`config.mk`:
```
export PLATFORM = sky130hd
export DESIGN_NAME = fp_seq_normalizer_flat
export DESIGN_NICKNAME = d
export VERILOG_FILES = /design/src/rtl/fp_pkg.sv /design/src/rtl/fp_seq_normalizer_if.sv /design/src/rtl/fp_round_rne.sv /design/src/rtl/fp_seq_normalizer.sv /design/src/flat_wrapper.sv
export SDC_FILE = /design/constraint.sdc
export NUM_CORES = 1
export LEC_CHECK = 0
export CAP_MARGIN = 0
export CORE_MARGIN = 10
export CORE_UTILIZATION = 59
export CTS_BUF_LIST = sky130_fd_sc_hd__clkbuf_16
export CTS_CLUSTER_SIZE = 24
export DETAILED_ROUTE_END_ITERATION = 8
export PLACE_DENSITY_LB_ADDON = 0.25
export SETUP_SLACK_MARGIN = 0.3
export SYNTH_ARGS = -nofsm -noshare
export SYNTH_HDL_FRONTEND = slang
export SYNTH_SLANG_ARGS = --single-unit
```
`constraint.sdc`:
```
create_clock -name clk -period 12.1 [get_ports clk]
set_input_delay 2.42 -clock clk [delete_from_list [all_inputs] [get_ports clk]]
set_output_delay 2.42 -clock clk [all_outputs]
set_load 0.03 [all_outputs]
```
`src/rtl/fp_pkg.sv`:
```
// Shared types and constants for the sequential floating-point normalizer.
// The state and action enums are shared by the top and by debug tooling.
package fp_pkg;

  localparam int EXP_W = 8;
  localparam int MANT_W = 23;
  localparam logic [EXP_W-1:0] EXP_MAX = 8'hFF;

  typedef enum logic [1:0] {
    IDLE,
    NORM,
    ROUND,
    DONE
  } stateT;

  // One datapath action per cycle, decided by the FSM.
  typedef enum logic [2:0] {
    ACT_NONE,
    ACT_BYPASS,
    ACT_CARRY,
    ACT_ZERO,
    ACT_SHIFT,
    ACT_ROUND
  } normActionT;

endpackage

```
`src/rtl/fp_seq_normalizer_if.sv`:
```
// Operand/result handshake bundle between the aligner, the normalizer and its consumer.
// master = producer/consumer side, slave = normalizer side.
interface fp_seq_normalizer_if;
  import fp_pkg::*;

  logic              in_valid;
  logic              in_ready;
  logic [MANT_W:0]   alignedResult;
  logic              carryOut;
  logic              alignedSign;
  logic [EXP_W-1:0]  exponentOut;
  logic              guardBit;
  logic              roundBit;
  logic              stickyBit;

  logic              out_valid;
  logic              out_ready;
  logic              normalizedSign;
  logic [EXP_W-1:0]  normalizedExponent;
  logic [MANT_W-1:0] normalizedMantissa;
  logic              overflow;

  modport master (
    output in_valid, alignedResult, carryOut, alignedSign, exponentOut,
           guardBit, roundBit, stickyBit, out_ready,
    input  in_ready, out_valid, normalizedSign, normalizedExponent,
           normalizedMantissa, overflow
  );

  modport slave (
    input  in_valid, alignedResult, carryOut, alignedSign, exponentOut,
           guardBit, roundBit, stickyBit, out_ready,
    output in_ready, out_valid, normalizedSign, normalizedExponent,
           normalizedMantissa, overflow
  );

endinterface

```
`src/rtl/fp_round_rne.sv`:
```
// Combinational round-to-nearest-even on a 24-bit mantissa with guard/round/sticky.
// A mantissa wrap renormalises to 1.0 and bumps the exponent; reaching EXP_MAX flags overflow.
module fp_round_rne
  import fp_pkg::*;
(
  input  logic [MANT_W:0]  mantRaw,
  input  logic             g,
  input  logic             r,
  input  logic             s,
  input  logic [EXP_W-1:0] expRaw,
  output logic [MANT_W:0]  mantRounded,
  output logic [EXP_W-1:0] expRounded,
  output logic             overflow
);

  logic            roundUp;
  logic            wrap;
  logic [MANT_W+1:0] sum;

  always_comb begin
    roundUp     = g & (r | s | mantRaw[0]);
    sum         = {1'b0, mantRaw} + {{(MANT_W + 1){1'b0}}, roundUp};
    wrap        = sum[MANT_W+1];
    mantRounded = wrap ? {1'b1, {MANT_W{1'b0}}} : sum[MANT_W:0];
    expRounded  = expRaw + EXP_W'(wrap);
    // An exponent already at EXP_MAX (from a carry shift) overflows regardless of rounding.
    overflow    = (expRaw == EXP_MAX) || (expRounded == EXP_MAX);
  end

endmodule

```
`src/rtl/fp_seq_normalizer.sv`:
```
// Sequential post-ALU normalizer: one shift per cycle, then RNE rounding, result held
// under a valid/ready handshake until consumed.
module fp_seq_normalizer
  import fp_pkg::*;
(
  input logic                clk,
  input logic                reset,
  fp_seq_normalizer_if.slave bus
);

  localparam logic [EXP_W-1:0] EXP_ONE = EXP_W'(1);

  stateT             state;
  stateT             nextState;
  normActionT        action;
  logic              accept;

  logic              carryReg;
  logic              guardReg;
  logic              roundReg;
  logic              stickyReg;
  logic              signReg;
  logic [MANT_W:0]   mantReg;
  logic [EXP_W-1:0]  expReg;

  logic              normSign;
  logic              overflowReg;
  logic [EXP_W-1:0]  normExp;
  logic [MANT_W-1:0] normMant;

  logic [MANT_W:0]   mantRounded;
  logic [EXP_W-1:0]  expRounded;
  logic              roundOverflow;

  assign accept = (state == IDLE) && bus.in_valid;

  // NOTE: sequential state uses non-blocking assignments so every register samples pre-edge values.
  always_ff @(posedge clk) begin
    if (reset) state <= IDLE;
    else       state <= nextState;
  end

  // NOTE: defaults first so no path through the case leaves a signal unassigned (no latches).
  always_comb begin
    nextState = state;
    action    = ACT_NONE;
    unique case (state)
      IDLE: if (bus.in_valid) nextState = NORM;
      NORM: begin
        if (expReg == EXP_MAX) begin
          action    = ACT_BYPASS;
          nextState = DONE;
        end else if (carryReg) begin
          action    = ACT_CARRY;
          nextState = ROUND;
        end else if (mantReg == '0 && !(guardReg | roundReg | stickyReg)) begin
          action    = ACT_ZERO;
          nextState = DONE;
        end else if (!mantReg[MANT_W] && expReg > EXP_ONE) begin
          action    = ACT_SHIFT;
        end else begin
          nextState = ROUND;
        end
      end
      ROUND: begin
        action    = ACT_ROUND;
        nextState = DONE;
      end
      DONE: if (bus.out_ready) nextState = IDLE;
      default: nextState = IDLE;
    endcase
  end

  // NOTE: the working registers are cleared by the synchronous reset too, so an aborted operand leaves no residue.
  always_ff @(posedge clk) begin
    if (reset) begin
      carryReg  <= 1'b0;
      guardReg  <= 1'b0;
      roundReg  <= 1'b0;
      stickyReg <= 1'b0;
      signReg   <= 1'b0;
      mantReg   <= '0;
      expReg    <= '0;
    end else begin
      if (accept) begin
        carryReg  <= bus.carryOut;
        mantReg   <= bus.alignedResult;
        // A zero exponent field carries subnormal scale, i.e. the same weight as exponent 1.
        expReg    <= (bus.exponentOut == '0) ? EXP_ONE : bus.exponentOut;
        guardReg  <= bus.guardBit;
        roundReg  <= bus.roundBit;
        stickyReg <= bus.stickyBit;
        signReg   <= bus.alignedSign;
      end
      case (action)
        ACT_CARRY: begin
          mantReg   <= {1'b1, mantReg[MANT_W:1]};
          guardReg  <= mantReg[0];
          roundReg  <= guardReg;
          stickyReg <= stickyReg | roundReg;
          expReg    <= expReg + EXP_ONE;
          carryReg  <= 1'b0;
        end
        ACT_SHIFT: begin
          mantReg  <= {mantReg[MANT_W-1:0], guardReg};
          guardReg <= roundReg;
          roundReg <= 1'b0;
          expReg   <= expReg - EXP_ONE;
        end
        default: ;
      endcase
    end
  end

  fp_round_rne roundUnit (
    .mantRaw     (mantReg),
    .g           (guardReg),
    .r           (roundReg),
    .s           (stickyReg),
    .expRaw      (expReg),
    .mantRounded (mantRounded),
    .expRounded  (expRounded),
    .overflow    (roundOverflow)
  );

  // Result registers change only when DONE is entered; overflow alone clears on accept.
  always_ff @(posedge clk) begin
    if (reset) begin
      normSign    <= 1'b0;
      normExp     <= '0;
      normMant    <= '0;
      overflowReg <= 1'b0;
    end else begin
      if (accept) overflowReg <= 1'b0;
      case (action)
        ACT_BYPASS: begin
          normSign <= signReg;
          normExp  <= EXP_MAX;
          normMant <= mantReg[MANT_W-1:0];
        end
        ACT_ZERO: begin
          normSign <= 1'b0;
          normExp  <= '0;
          normMant <= '0;
        end
        ACT_ROUND: begin
          normSign <= signReg;
          if (roundOverflow) begin
            normExp     <= EXP_MAX;
            normMant    <= '0;
            overflowReg <= 1'b1;
          end else begin
            // Without the hidden bit the result is subnormal and encodes exponent 0.
            normExp  <= mantRounded[MANT_W] ? expRounded : '0;
            normMant <= mantRounded[MANT_W-1:0];
          end
        end
        default: ;
      endcase
    end
  end

  assign bus.in_ready           = (state == IDLE);
  assign bus.out_valid          = (state == DONE);
  assign bus.normalizedSign     = normSign;
  assign bus.normalizedExponent = normExp;
  assign bus.normalizedMantissa = normMant;
  assign bus.overflow           = overflowReg;

endmodule

```
`src/flat_wrapper.sv`:
```
// flat-port wrapper written by rule: the top's interface ports become plain ports
module fp_seq_normalizer_flat import fp_pkg::*;
  (clk, reset, bus_in_valid, bus_alignedResult, bus_carryOut, bus_alignedSign, bus_exponentOut, bus_guardBit, bus_roundBit, bus_stickyBit, bus_out_ready, bus_in_ready, bus_out_valid, bus_normalizedSign, bus_normalizedExponent, bus_normalizedMantissa, bus_overflow);
  fp_seq_normalizer_if bus_i ();
  input logic clk;
  input logic reset;
  input wire logic [$bits(bus_i.in_valid)-1:0] bus_in_valid;
  input wire logic [$bits(bus_i.alignedResult)-1:0] bus_alignedResult;
  input wire logic [$bits(bus_i.carryOut)-1:0] bus_carryOut;
  input wire logic [$bits(bus_i.alignedSign)-1:0] bus_alignedSign;
  input wire logic [$bits(bus_i.exponentOut)-1:0] bus_exponentOut;
  input wire logic [$bits(bus_i.guardBit)-1:0] bus_guardBit;
  input wire logic [$bits(bus_i.roundBit)-1:0] bus_roundBit;
  input wire logic [$bits(bus_i.stickyBit)-1:0] bus_stickyBit;
  input wire logic [$bits(bus_i.out_ready)-1:0] bus_out_ready;
  output wire logic [$bits(bus_i.in_ready)-1:0] bus_in_ready;
  output wire logic [$bits(bus_i.out_valid)-1:0] bus_out_valid;
  output wire logic [$bits(bus_i.normalizedSign)-1:0] bus_normalizedSign;
  output wire logic [$bits(bus_i.normalizedExponent)-1:0] bus_normalizedExponent;
  output wire logic [$bits(bus_i.normalizedMantissa)-1:0] bus_normalizedMantissa;
  output wire logic [$bits(bus_i.overflow)-1:0] bus_overflow;
  assign bus_i.in_valid = bus_in_valid;
  assign bus_i.alignedResult = bus_alignedResult;
  assign bus_i.carryOut = bus_carryOut;
  assign bus_i.alignedSign = bus_alignedSign;
  assign bus_i.exponentOut = bus_exponentOut;
  assign bus_i.guardBit = bus_guardBit;
  assign bus_i.roundBit = bus_roundBit;
  assign bus_i.stickyBit = bus_stickyBit;
  assign bus_i.out_ready = bus_out_ready;
  assign bus_in_ready = bus_i.in_ready;
  assign bus_out_valid = bus_i.out_valid;
  assign bus_normalizedSign = bus_i.normalizedSign;
  assign bus_normalizedExponent = bus_i.normalizedExponent;
  assign bus_normalizedMantissa = bus_i.normalizedMantissa;
  assign bus_overflow = bus_i.overflow;
  fp_seq_normalizer u_core (.clk(clk), .reset(reset), .bus(bus_i));
endmodule
```
==> impl_metrics.env <==
export IMPL_crit_path_cell_trace="and2_1 > ha_1 > nand4_1 > or4_1 > nor2_1 > nand4_1 > inv_1 > ha_1 > nand4_1 > or3_1 > a2111oi_0 > a2111oi_4 > a32oi_1 > a211oi_2"
export IMPL_start_kind="flip-flop"
export IMPL_relSlewSlack=0.144
export IMPL_hold_start="u_core.signReg$_SDFFE_PP0P_"
export IMPL_viasPerCell=6.61
export IMPL_crit_fanout=24
export IMPL_fin_cells=766
export IMPL_drc=0
export IMPL_postCtsSetupBuffers=0
export IMPL_wl_per_cell_um=18.7
export IMPL_place_congestion=0.893
export IMPL_yosysUniqueCellTypes=60
export IMPL_grt_first_pass_wirelength_mm=23.3
export IMPL_r2r_worst_path_cells=14
export IMPL_synth_seq_cells=72
export IMPL_hold_path_depth=2
export IMPL_finalSetupViolations=0
export IMPL_post_route_period_util=0.444
export IMPL_overflow=0
export IMPL_ff2ff_setup_slack_ns=6.73
export IMPL_ys_seq_area_frac=0.303
export IMPL_final_setup_worst_slack_ns=6.73
export IMPL_syn_inst=639
export IMPL_grtUsageTotal=0.236
export IMPL_dp_cells=750
export IMPL_cts_buffer_depth=2
export IMPL_cts_root_buf="clkbuf_16"
export IMPL_drt_initial_drc_count=448
export IMPL_synth_edf_count=0
export IMPL_grt_max_degree=66
export IMPL_placed_area_um2=5400
export IMPL_holdCritPathClass="flip-flop to flip-flop"
export IMPL_peakVddDrop_mv=0.141
export IMPL_antenna_found_initial=0
export IMPL_end_kind="flip-flop"
export IMPL_critical_path_class="flip-flop to flip-flop"
export IMPL_fin_skew_ns=0.00757
export IMPL_max_freq_mhz=186
export IMPL_synth_nets=691
export IMPL_cts_tree="built"
export IMPL_diodes=0
export IMPL_timing_final_crit_period_ns=5.37
export IMPL_die_area_um2=12100
export IMPL_synth_area_per_cell_um2=7.46
export IMPL_start_util=0.610
export IMPL_setup_tns_ns=0
export IMPL_synthArstFlopShare=0
export IMPL_yosysWarnings=0
export IMPL_hold_end="u_core.signReg$_SDFFE_PP0P_"
export IMPL_dp_hpwl_mm=9.83
export IMPL_finalInstanceArea_um2=5710
export IMPL_cts_made_buffers=9
export IMPL_rows=32
export IMPL_grt_pass1_vias=4455
export IMPL_timing_hold_ws_ns=0.465
export IMPL_die_h_um=110
export IMPL_max_cap_viol_count=0
export IMPL_nets=711
export IMPL_core_area_um2=7810
export IMPL_synthFlopType="dfxtp_1"
export IMPL_arrival_ns=5.56
export IMPL_finalHoldViolCount=0
export IMPL_rsz0062_at_grt="false"
export IMPL_status="finished, final reports clean"
export IMPL_holdBufCountCts=0
export IMPL_clkSinkCount=72
export IMPL_htreeDepth=3
export IMPL_r2r_start="u_core.mantReg[0]$_SDFFE_PP0P_"
export IMPL_port_buffer_count=75
export IMPL_pre_cts_slack_ns=6.85
export IMPL_rr_endpoint="u_core.bus.normalizedMantissa[0]$_SDFFE_PP0P_"
export IMPL_drive_gt1_frac=0.0467
export IMPL_worstSkewPairLatency_ns=0.34
export IMPL_cts_resized_gates=0
export IMPL_p_leak_uw=0.00184
export IMPL_postRouteAntennaNets=0
export IMPL_vias=5060
export IMPL_required_ns=12.29
export IMPL_p_per_area_nw_per_um2=267
export IMPL_crit_top_cell="nand4_1"
export IMPL_drv_slew=0
export IMPL_cp_slowest_cell="a2111oi_0"
export IMPL_drt_wl_total_mm=14.4
export IMPL_clkTransAtPathRegs_ns=0.06
export IMPL_syn_to_final_growth_pct=19.9
export IMPL_io_pin_count=76
export IMPL_die_w_um=110
export IMPL_syn_area_um2=4760
export IMPL_firstDrtPassIters=7
export IMPL_cpPeakStageDelay_ns=0.91
export IMPL_tightest_slew_ns=1.28
-- cells in the mapped netlist (all sizes together) (12+ instances only) --
cell	instances	area, um2
nor2	54	203
a211oi	29	228
inv	21	78.8
a311oi	34	298
buf	22	133
a21oi	14	81.3
o21ai	42	210
dfxtp	72	1440
nand3	17	85.1
a31oi	13	81.3
nand2	71	267
nor4	12	75.1
nor3	40	200
o211ai	17	133
clkbuf	50	189
nand4	12	75.1
-- per-layer routing --
| metal | up-vias | track usage | part of all wire |
|---|---|---|---|
| met5 | - | 0 | 0 |
| met4 | 0 | 0.0678 | 0.017 |
| met3 | 26 | 0.0532 | 0.11 |
| met2 | 291 | 0.331 | 0.43 |
| met1 | 2314 | 0.348 | 0.44 |
| li1 | 2429 | - | - |
-- power by group --
part | switching (uW) | internal, uW | total (uW)
Sequential | 167 | 332 | 499
Clock | 105 | 179 | 284
Combinational | 452 | 289 | 741
Total | 724 | 800 | 1520
-- placed cells by master, fill, tap and decap left out, drive strengths merged, types with 3 or more instances in the layout --
cell and count:
a21boi 5, ha 11, nor4 12, and2 8
or3 5, clkinv 3, or2 3, mux2i 3
o21bai 3, clkdlybuf4s50 74, a31oi 13, o311ai 5
a32oi 7, nor2b 4, o31ai 5, a2111oi 3
or4 3, nand3 17, o21ai 42, inv 23
buf 7, a311oi 34, o211ai 17, a211oi 29
a222oi 4, a22oi 4, nor3 40, nor3b 3
clkbuf 9, a21oi 14, xor2 6, xnor2 7
nand2b 5, nor2 54, nand2 71, and3 7
o32ai 3, nand4 12, dfxtp 72
-- stage by stage --
step | util | power (uW)
CTS | 0.732 | 1510
global route | 0.732 | 1630
detailed placement | 0.692 | 1230
global placement | 0.692 | 1210
floorplan | - | 1020
finish | 0.732 | 1520
-- cells by family (layout without fill, tap and decap cells) --
logic type               Yosys count  count (layout)  share of synthesized area
AO/OA/AOI/OAI                    194             194                      0.297
XOR/XNOR                          13              13                     0.0239
flip-flops                        72              72                      0.303
multiplexers                       3               3                    0.00630
adder cells (fa/ha/maj)           11              11                     0.0289
AND/OR/NAND/NOR                  252             252                      0.256
buffers and inverters             94             119                     0.0848
-- how the worst max path moves through the flow --
stage                                         startpoint                                              to  slack (ns)  cells after the start
after floorplan           u_core.mantReg[0]$_SDFFE_PP0P_  u_core.bus.normalizedMantissa[13]$_SDFFE_PP0P_        8.12                     17
after global placement    u_core.mantReg[0]$_SDFFE_PP0P_  u_core.bus.normalizedMantissa[22]$_SDFFE_PP0P_        7.02                     14
after detailed placement  u_core.mantReg[0]$_SDFFE_PP0P_   u_core.bus.normalizedMantissa[0]$_SDFFE_PP0P_        6.85                     14
after CTS                 u_core.mantReg[0]$_SDFFE_PP0P_   u_core.bus.normalizedMantissa[0]$_SDFFE_PP0P_        6.77                     14
after global routing      u_core.mantReg[0]$_SDFFE_PP0P_   u_core.bus.normalizedMantissa[9]$_SDFFE_PP0P_        6.13                     14
final                     u_core.mantReg[0]$_SDFFE_PP0P_   u_core.bus.normalizedMantissa[0]$_SDFFE_PP0P_        6.73                     14
-- layout make-up --
type                       instances  area [um2]
clock buffer                       9         225
clock inverter                     7        88.8
fill                             646        2090
inverter                          22        82.6
multi-input combinational        473        2960
sequential                        72        1440
tap                              102         128
timing repair buffer              81         791
-- registers in the layout, summed over array words and instances (netlist names) --
register	cells
u_core.bus.normalizedExponent	8
u_core.bus.normalizedMantissa	23
u_core.bus.normalizedSign	1
u_core.bus.overflow	1
u_core.carryReg	1
u_core.expReg	8
u_core.guardReg	1
u_core.mantReg	24
u_core.roundReg	1
u_core.signReg	1
u_core.state	2
u_core.stickyReg	1
-- worst max-delay path, delay by kind of cell, from the launching register on --
family / cells / cell delay, ns
adder cells (fa/ha/maj): 2 / 0.41
buffers and inverters: 1 / 0.29
AND/OR/NAND/NOR: 7 / 2.39
AO/OA/AOI/OAI: 4 / 1.67
flip-flops: 1 / 0.46
Power figures use the tool's default switching activity.
